`src/rtl/lsu_if.sv`:
```
// Request/response and dmem port bundle for the load/store unit.
// slave = the lsu side; master = datapath plus dmem side.
interface lsu_if;
    localparam int XLEN = 32;

    logic            req_valid;
    logic            req_ready;
    logic            req_we;
    logic [2:0]      req_funct3;
    logic [XLEN-1:0] req_addr;
    logic [XLEN-1:0] req_wdata;

    logic            resp_valid;
    logic            resp_err;
    logic [XLEN-1:0] resp_rdata;

    logic [XLEN-1:0] dmem_addr;
    logic [XLEN-1:0] dmem_wdata;
    logic            dmem_we;
    logic [XLEN-1:0] dmem_rdata;

    modport slave (
        input  req_valid, req_we, req_funct3, req_addr, req_wdata, dmem_rdata,
        output req_ready, resp_valid, resp_err, resp_rdata,
        output dmem_addr, dmem_wdata, dmem_we
    );

    modport master (
        output req_valid, req_we, req_funct3, req_addr, req_wdata, dmem_rdata,
        input  req_ready, resp_valid, resp_err, resp_rdata,
        input  dmem_addr, dmem_wdata, dmem_we
    );
endinterface

```
`src/rtl/lsu.sv`:
```
// Load/store unit: byte/half/word RISC-V loads and stores over a word-only dmem.
// Sub-word stores are read-modify-write. Define LSU_MISALIGN_CHECK_EN to reject misaligned accesses.

// One byte lane of the read-modify-write merge.
module lsu_lane #(
    parameter int VEC_W = 8
) (
    input  logic             sel,
    input  logic [VEC_W-1:0] new_byte,
    input  logic [VEC_W-1:0] old_byte,
    output logic [VEC_W-1:0] out_byte
);
    assign out_byte = sel ? new_byte : old_byte;
endmodule

module lsu (
    input logic  clk,
    input logic  rst_n,
    lsu_if.slave bus
);
    localparam int XLEN      = 32;
    localparam int VEC_W     = 8;
    localparam int NUM_LANES = XLEN / VEC_W;

    typedef enum logic [1:0] {IDLE, LOAD, RMW} state_t;

    typedef struct packed {
        logic [2:0]      funct3;
        logic [XLEN-1:0] addr;
        logic [XLEN-1:0] wdata;
    } req_t;

    state_t state, state_n;
    req_t   in_req, lat_req, cur;
    logic   accept, bad_f3, misalign, is_half, is_word, latch;

    logic            resp_valid_n, resp_err_n;
    logic [XLEN-1:0] resp_rdata_n, load_ext;

    logic [NUM_LANES-1:0][VEC_W-1:0] rd_lanes, mrg_lanes, new_lanes;
    logic [NUM_LANES-1:0]            lane_sel;
    logic [VEC_W-1:0]                byte_sel;
    logic [2*VEC_W-1:0]              half_sel;

    // ---------------- request decode ----------------
    assign is_half = (bus.req_funct3[1:0] == 2'b01);
    assign is_word = (bus.req_funct3[1:0] == 2'b10);

    always_comb begin
        if (bus.req_we) bad_f3 = (bus.req_funct3 > 3'b010);
        else            bad_f3 = (bus.req_funct3 == 3'b011) || (bus.req_funct3[2:1] == 2'b11);
    end

`ifdef LSU_MISALIGN_CHECK_EN
    assign misalign = (is_half & bus.req_addr[0]) | (is_word & (|bus.req_addr[1:0]));
`else
    assign misalign = 1'b0;
`endif

    always_comb begin
        in_req.funct3 = bus.req_funct3;
        in_req.wdata  = bus.req_wdata;
        in_req.addr   = bus.req_addr;
`ifndef LSU_MISALIGN_CHECK_EN
        // Without the check, misaligned accesses silently snap to natural alignment.
        if (is_half) in_req.addr[0]   = 1'b0;
        if (is_word) in_req.addr[1:0] = 2'b00;
`endif
    end

    assign bus.req_ready = (state == IDLE) & rst_n;
    assign accept        = bus.req_valid & bus.req_ready;
    assign cur           = (state == IDLE) ? in_req : lat_req;

    // ---------------- load extraction ----------------
    assign rd_lanes = bus.dmem_rdata;
    assign byte_sel = rd_lanes[lat_req.addr[1:0]];
    assign half_sel = lat_req.addr[1] ? bus.dmem_rdata[31:16] : bus.dmem_rdata[15:0];

    always_comb begin
        case (lat_req.funct3)
            3'b000:  load_ext = {{(XLEN-VEC_W){byte_sel[VEC_W-1]}}, byte_sel};
            3'b001:  load_ext = {{(XLEN-2*VEC_W){half_sel[2*VEC_W-1]}}, half_sel};
            3'b100:  load_ext = {{(XLEN-VEC_W){1'b0}}, byte_sel};
            3'b101:  load_ext = {{(XLEN-2*VEC_W){1'b0}}, half_sel};
            default: load_ext = bus.dmem_rdata;
        endcase
    end

    // ---------------- sub-word merge ----------------
    for (genvar k = 0; k < NUM_LANES; k++) begin : g_lane
        localparam logic [1:0] LANE = 2'(k);
        assign lane_sel[k]  = lat_req.funct3[0] ? (LANE[1] == lat_req.addr[1])
                                                : (LANE == lat_req.addr[1:0]);
        assign new_lanes[k] = lat_req.funct3[0] ? lat_req.wdata[VEC_W*(k%2) +: VEC_W]
                                                : lat_req.wdata[VEC_W-1:0];
        lsu_lane #(.VEC_W(VEC_W)) u_lane (
            .sel      (lane_sel[k]),
            .new_byte (new_lanes[k]),
            .old_byte (rd_lanes[k]),
            .out_byte (mrg_lanes[k])
        );
    end

    // ---------------- FSM ----------------
    always_comb begin
        state_n        = state;
        latch          = 1'b0;
        bus.dmem_we    = 1'b0;
        bus.dmem_addr  = {cur.addr[XLEN-1:2], 2'b00};
        bus.dmem_wdata = cur.wdata;
        resp_valid_n   = 1'b0;
        resp_err_n     = 1'b0;
        resp_rdata_n   = '0;
        case (state)
            IDLE: begin
                if (accept) begin
                    if (bad_f3 | misalign) begin
                        resp_valid_n = 1'b1;
                        resp_err_n   = 1'b1;
                    end else if (!bus.req_we) begin
                        latch   = 1'b1;
                        state_n = LOAD;
                    end else if (is_word) begin
                        bus.dmem_we  = 1'b1;
                        resp_valid_n = 1'b1;
                    end else begin
                        latch   = 1'b1;
                        state_n = RMW;
                    end
                end
            end
            LOAD: begin
                resp_valid_n = 1'b1;
                resp_rdata_n = load_ext;
                state_n      = IDLE;
            end
            RMW: begin
                bus.dmem_we    = 1'b1;
                bus.dmem_wdata = mrg_lanes;
                resp_valid_n   = 1'b1;
                state_n        = IDLE;
            end
            default: state_n = IDLE;
        endcase
    end

    always_ff @(posedge clk or negedge rst_n) begin
        if (!rst_n) begin
            state          <= IDLE;
            lat_req        <= '0;
            bus.resp_valid <= 1'b0;
            bus.resp_err   <= 1'b0;
            bus.resp_rdata <= '0;
        end else begin
            state          <= state_n;
            if (latch) lat_req <= in_req;
            bus.resp_valid <= resp_valid_n;
            bus.resp_err   <= resp_err_n;
            bus.resp_rdata <= resp_rdata_n;
        end
    end
endmodule

```
`src/flat_wrapper.sv`:
```
// flat-port wrapper written by rule: the top's interface ports become plain ports
module lsu_flat 
  (clk, rst_n, bus_req_valid, bus_req_we, bus_req_funct3, bus_req_addr, bus_req_wdata, bus_dmem_rdata, bus_req_ready, bus_resp_valid, bus_resp_err, bus_resp_rdata, bus_dmem_addr, bus_dmem_wdata, bus_dmem_we);
  lsu_if bus_i ();
  input logic clk;
  input logic rst_n;
  input wire logic [$bits(bus_i.req_valid)-1:0] bus_req_valid;
  input wire logic [$bits(bus_i.req_we)-1:0] bus_req_we;
  input wire logic [$bits(bus_i.req_funct3)-1:0] bus_req_funct3;
  input wire logic [$bits(bus_i.req_addr)-1:0] bus_req_addr;
  input wire logic [$bits(bus_i.req_wdata)-1:0] bus_req_wdata;
  input wire logic [$bits(bus_i.dmem_rdata)-1:0] bus_dmem_rdata;
  output wire logic [$bits(bus_i.req_ready)-1:0] bus_req_ready;
  output wire logic [$bits(bus_i.resp_valid)-1:0] bus_resp_valid;
  output wire logic [$bits(bus_i.resp_err)-1:0] bus_resp_err;
  output wire logic [$bits(bus_i.resp_rdata)-1:0] bus_resp_rdata;
  output wire logic [$bits(bus_i.dmem_addr)-1:0] bus_dmem_addr;
  output wire logic [$bits(bus_i.dmem_wdata)-1:0] bus_dmem_wdata;
  output wire logic [$bits(bus_i.dmem_we)-1:0] bus_dmem_we;
  assign bus_i.req_valid = bus_req_valid;
  assign bus_i.req_we = bus_req_we;
  assign bus_i.req_funct3 = bus_req_funct3;
  assign bus_i.req_addr = bus_req_addr;
  assign bus_i.req_wdata = bus_req_wdata;
  assign bus_i.dmem_rdata = bus_dmem_rdata;
  assign bus_req_ready = bus_i.req_ready;
  assign bus_resp_valid = bus_i.resp_valid;
  assign bus_resp_err = bus_i.resp_err;
  assign bus_resp_rdata = bus_i.resp_rdata;
  assign bus_dmem_addr = bus_i.dmem_addr;
  assign bus_dmem_wdata = bus_i.dmem_wdata;
  assign bus_dmem_we = bus_i.dmem_we;
  lsu u_core (.clk(clk), .rst_n(rst_n), .bus(bus_i));
endmodule
```
`config.mk`:
```
export PLATFORM = sky130hd
export DESIGN_NAME = lsu_flat
export DESIGN_NICKNAME = d
export VERILOG_FILES = /design/src/rtl/lsu_if.sv /design/src/rtl/lsu.sv /design/src/flat_wrapper.sv
export SDC_FILE = /design/constraint.sdc
export NUM_CORES = 1
export LEC_CHECK = 0
export BUFFER_PORTS_ARGS = -buffer_cell sky130_fd_sc_hd__buf_2
export CAP_MARGIN = 20
export CORE_AREA = 5 5 117 119
export CTS_BUF_LIST = sky130_fd_sc_hd__clkbuf_16
export DETAILED_ROUTE_END_ITERATION = 6
export DIE_AREA = 0 0 122 124
export PLACE_DENSITY = 0.75
export SLEW_MARGIN = 20
export SYNTH_ARGS = -nofsm -noshare
export SYNTH_HDL_FRONTEND = slang
export SYNTH_HIERARCHICAL = 1
export SYNTH_SLANG_ARGS = --single-unit
```
`constraint.sdc`:
```
create_clock -name clk -period 2.4 [get_ports clk]
set_input_delay 0.12 -clock clk [delete_from_list [all_inputs] [get_ports clk]]
set_output_delay 0.12 -clock clk [all_outputs]
set_load 0.02 [all_outputs]
```
# ---- Word level (Yosys, flattened, before mapping)
# Index checks and enable logic that the tools add are counted.
dict set report totals {
  ff_bits 103
  wordCells 73
}
dict set report classes {
  order_cmp 2
  eq_ne 15
  mux 40
  bitwise 3
  n_reduce_logical 6
}
# operator count
set ops {}
lappend ops {{one-hot mux 32 bit (4 select lines)} 1}
lappend ops {{2-to-1 mux 32 bit} 2}
lappend ops {{2-to-1 mux 64 bit} 1}
lappend ops {{2-to-1 mux 8 bit} 6}
lappend ops {{2-to-1 mux 1 bit} 20}
lappend ops {{binary-select mux 8 bit (select 2 bit)} 1}
lappend ops {{2-to-1 mux 16 bit} 1}
lappend ops {{2-to-1 mux 2 bit} 6}
lappend ops {{equality test 2 bit (second input constant)} 3}
lappend ops {{equality test 3 bit (second input constant)} 2}
lappend ops {{equality test 2 x 1 -> 1 bit (second input constant)} 2}
lappend ops {{equality test 2 bit (first input constant)} 2}
lappend ops {{zero test 2 bit} 2}
lappend ops {{one-hot mux 1 bit (2 select lines)} 2}
lappend ops {{equality test 3 x 1 -> 1 bit (second input constant)} 1}
lappend ops {{equality test 3 x 2 -> 1 bit (second input constant)} 1}
lappend ops {{> comparator 3 x 2 -> 1 bit (second input constant)} 1}
lappend ops {{zero test 3 bit} 1}
lappend ops {{< comparator 2 x 3 -> 1 bit (second input constant)} 1}
lappend ops {{!= test 3 bit (second input constant)} 1}
lappend ops {{AND reduction 3 bit} 1}
lappend ops {{AND 1 bit} 2}
lappend ops {{equality test 1 x 2 -> 1 bit (first input constant)} 1}
lappend ops {{!= test 2 x 1 -> 1 bit (second input constant)} 1}
lappend ops {{4 further kinds} 4}

# ---- Depth between registers and ports, before layout
dict set report logic_depth {
  word_depth 6
  mapped_depth 8
  mapped_depth_nobuf 6
}

# ---- Modules after synthesis
# Netlist, hierarchy kept.
# module instances cells_each area_per_inst_um2 seq_area_each_um2
set modules_own_cells {}
lappend modules_own_cells {lsu 1 502 5549.1 2577.5}
lappend modules_own_cells {lsu_lane 4 9 131.4 0.0}

# ---- Worst setup path after synthesis
# OpenSTA, ideal clock, no wires.
dict set report synth_timing {
  path_type {flip-flop to output port}
  start {reg u_core/lat_req[33] (netlist bit)}
  end {out bus_dmem_wdata[16]}
  arrival_time_ns 1.870
  t_required_ns 2.280
  path_slack_ns 0.410
  stages_incl_launch_ff 9
  path_buffers 4
  cell_sequence {dfrtp_1 -> buf_2 -> buf_2 -> clkbuf_1 -> and2_1 -> buf_6 -> mux2_4 -> nand2_1 -> o21ai_0}
}
# item line
set synth_rtl {}
lappend synth_rtl {{start, declared} lsu.sv:34} ;# req_t in_req, lat_req, cur;
lappend synth_rtl {{start signal, assigned} lsu.sv:157} ;# if (latch) lat_req <= in_req;
lappend synth_rtl {{end, declared} flat_wrapper.sv:18} ;# output wire logic [$bits(bus_i.dmem_wdata)-1:0] bus_dmem_wdata;

==> results.toml <==
[status]
status = "finished, final reports clean"

[die]
die_w_um = 122
core_region_area_mm2 = 0.0125
dieArea_mm2 = 0.0151
rows = 41
ioPinCount = 203
die_h_um = 124
start_util_pct = 48.7

[routing]
finalWirelength_mm = 17.0
wl_per_cell_um = 18.7
routed_via_density = 5.41
drcViolationCount = 0
drt-pass1-iter-count = 5
final_antenna_net_count = 0
vias = 4897
drt_iter0_markers = 246

[timing]
finalHoldViolCount = 0
setup_tns_ps = 0
max-slew-margin-rel_pct = 59.4
skew_ps = 8.19
tightest_slew_ps = 604
fin_crit_ps = 2240
rsz0062_at_grt = "false"
min_period_over_period_pct = 93.3
setup_violations = 0
finalMaxSlewViolations = 0
fin_ws_ps = 161
fmax_mhz = 447

[logic_synthesis]
syn_inst = 538
ys_ff_latch = 103
synth_warnings = 6
syn_area_mm2 = 0.00607
ys_types = 39
ys.flop_type = "dfrtp_1"
yosysSeqAreaShare_pct = 42.4
ys_async_sr_fraction_pct = 100
avgSynthCellArea_um2 = 11.3
synth_enable_flop_cells = 0

[global_routing]
grt_pass1_wl_mm = 26.5
antenna_found_initial = 3
grt_pass1_vias = 5116
grt_start_max_net_pins = 105
grt_usage_pct = 22.5
grt_overflow = 0

[placed_design]
gp_congestion = 0.916
hpwl_mm = 12.8
place_ws_ps = 307
dp_cells = 887
placedInstanceArea_mm2 = 0.00728
io_buffers = 200

[setup_path]
cp-start-kind = "flip-flop"
regToRegStartpoint = "u_core/state[1]"
worstPathMaxFanout = 8
critPathTopFamily = "simple AND/OR/NAND/NOR gates"
worst-r2r-setup-slack_ps = 480
crit_type = "reg2out"
slowest_stage = "dfrtp_1"
path_buf_inv = 2
worstPathRequired_ps = 2280
crit_path_end_kind = "output pin"
crit_path_max_incr_delay_ps = 440
path_depth = 7
worstPathArrival_ps = 2120
rr_endpoint = "u_core/lat_req[19]"
path_cells = "buf_4, or2b_1, and2_4, mux2_4, nand2_1, o21ai_0, buf_2"
reg2regPathDepth = 6

[worst_hold_path]
hold_depth = 2
hold_end = "u_core/lat_req[62]"
hp-class = "in2reg"
min_from = "bus_req_addr[30]"

[finish]
finalInstanceArea_mm2 = 0.00762
area_growth_pct = 25.4
register_area_mm2 = 0.00258
drive_gt1_share_pct = 52.5
final_common_cell = "buf_2"
final_cell_mix = "199 x buf_2, 103 x mux2_2, 103 x dfrtp_1, 47 x nand2_1, 46 x mux2i_1"
n_fill_cell = 1001
multiInputGateArea_mm2 = 0.00324
final_nets = 835
instances_no_fill = 906

[clock_tree]
numCtsBuffers = 9
clock-sinks = 103
clk_pin_slew_ps = 70
insertion_delay_ps = 340
ctsLongestPathBuffers = 2
cts_tree = "yes"
root_buffer = "clkbuf_16"
cts_setup_buffers = 0
htree_num_levels = 3

[pwr]
max-vdd-ir-drop_mv = 1.00
power_uw = 11600
p_per_area_mw_per_mm2 = 1520
p_leak_uw = 0.00391

[run]
drv_cap = 0
[Yosys cell counts (all sizes together) (5+ instances only)]
cell type	count	area [um2]
and3	5	31.3
a21oi	20	138
clkbuf	17	63.8
dfrtp	103	2580
nand2b	12	75.1
buf	24	156
nor2b	5	31.3
mux2	135	1640
inv	22	82.6
nor2	12	45.0
o311a	5	50.1
nand2	47	176
mux2i	46	460
o21ai	45	225
[worst reg2reg max path: stages (launching register included)]
cell and delay (ps):
dfrtp_1 420, inv_1 110, ha_4 180, and3_1 200
o21ai_4 200, buf_12 280, mux2_2 400
[cells by family after synthesis]
kind of cell	synth area share (%)
compound gates	9.50
xor+xnor	0.144
fa+ha+maj	0.824
buf+inv	4.98
flops	42.4
mux	34.6
other cells	0.0617
simple gates	7.48
[cell type report]
class                   count  area share (%)
flip-flops and latches    103            33.8
multi-input cells         373            42.6
diodes                      1          0.0329
repair buffers            219            15.8
well taps                 172            2.83
inverters                  22            1.08
clock buffers               9            2.96
clock inverters             7           0.936
[repair_timing]
item,4_1_cts,5_1_grt
endpoints found under the setup margin,11,12
hold buffers,2,0
hold endpoints to repair,104,0
resized for setup,2,4
[stage by stage]
stage,hold slack (ps),utilization [%]
5_1_grt,6.71,61.1
2_1_floorplan,-176,-
6_report,15.3,61.1
3_3_place_gp,297,58.4
3_5_place_dp,304,58.4
4_1_cts,0.299,61.0
[power breakdown]
group / internal, uW / switching, uW
Clock: 809 / 670
Combinational: 3150 / 3940
Sequential: 2510 / 490
[how the worst max path moves through the flow]
stage                        from            endpoint  slack (ps)
2_1_floorplan  u_core/lat_req[33]  bus_dmem_wdata[16]         410
4_1_cts        u_core/lat_req[64]  bus_dmem_wdata[19]           9
5_1_grt        u_core/lat_req[32]  bus_dmem_wdata[25]          40
3_3_place_gp   u_core/lat_req[32]  bus_dmem_wdata[26]         370
3_5_place_dp   u_core/lat_req[32]  bus_dmem_wdata[29]         310
6_report       u_core/lat_req[64]   bus_dmem_wdata[7]         160
[sequential cells by signal (all words and copies together), names as in the netlist]
| register | count |
|---|---|
| u_core/state | 2 |
| u_core/bus.resp_valid | 1 |
| u_core/lat_req | 67 |
| u_core/bus.resp_err | 1 |
| u_core/bus.resp_rdata | 32 |
[routing by layer]
metal	routed length [um]	vias to the layer above	global-route usage, %
met5	21	-	0
met4	290	4	8.40
met3	1540	24	6.18
met2	8330	232	37.9
met1	6770	2367	27.8
li1	-	2270	-
Note: power is estimated with default switching activity, not from simulation.
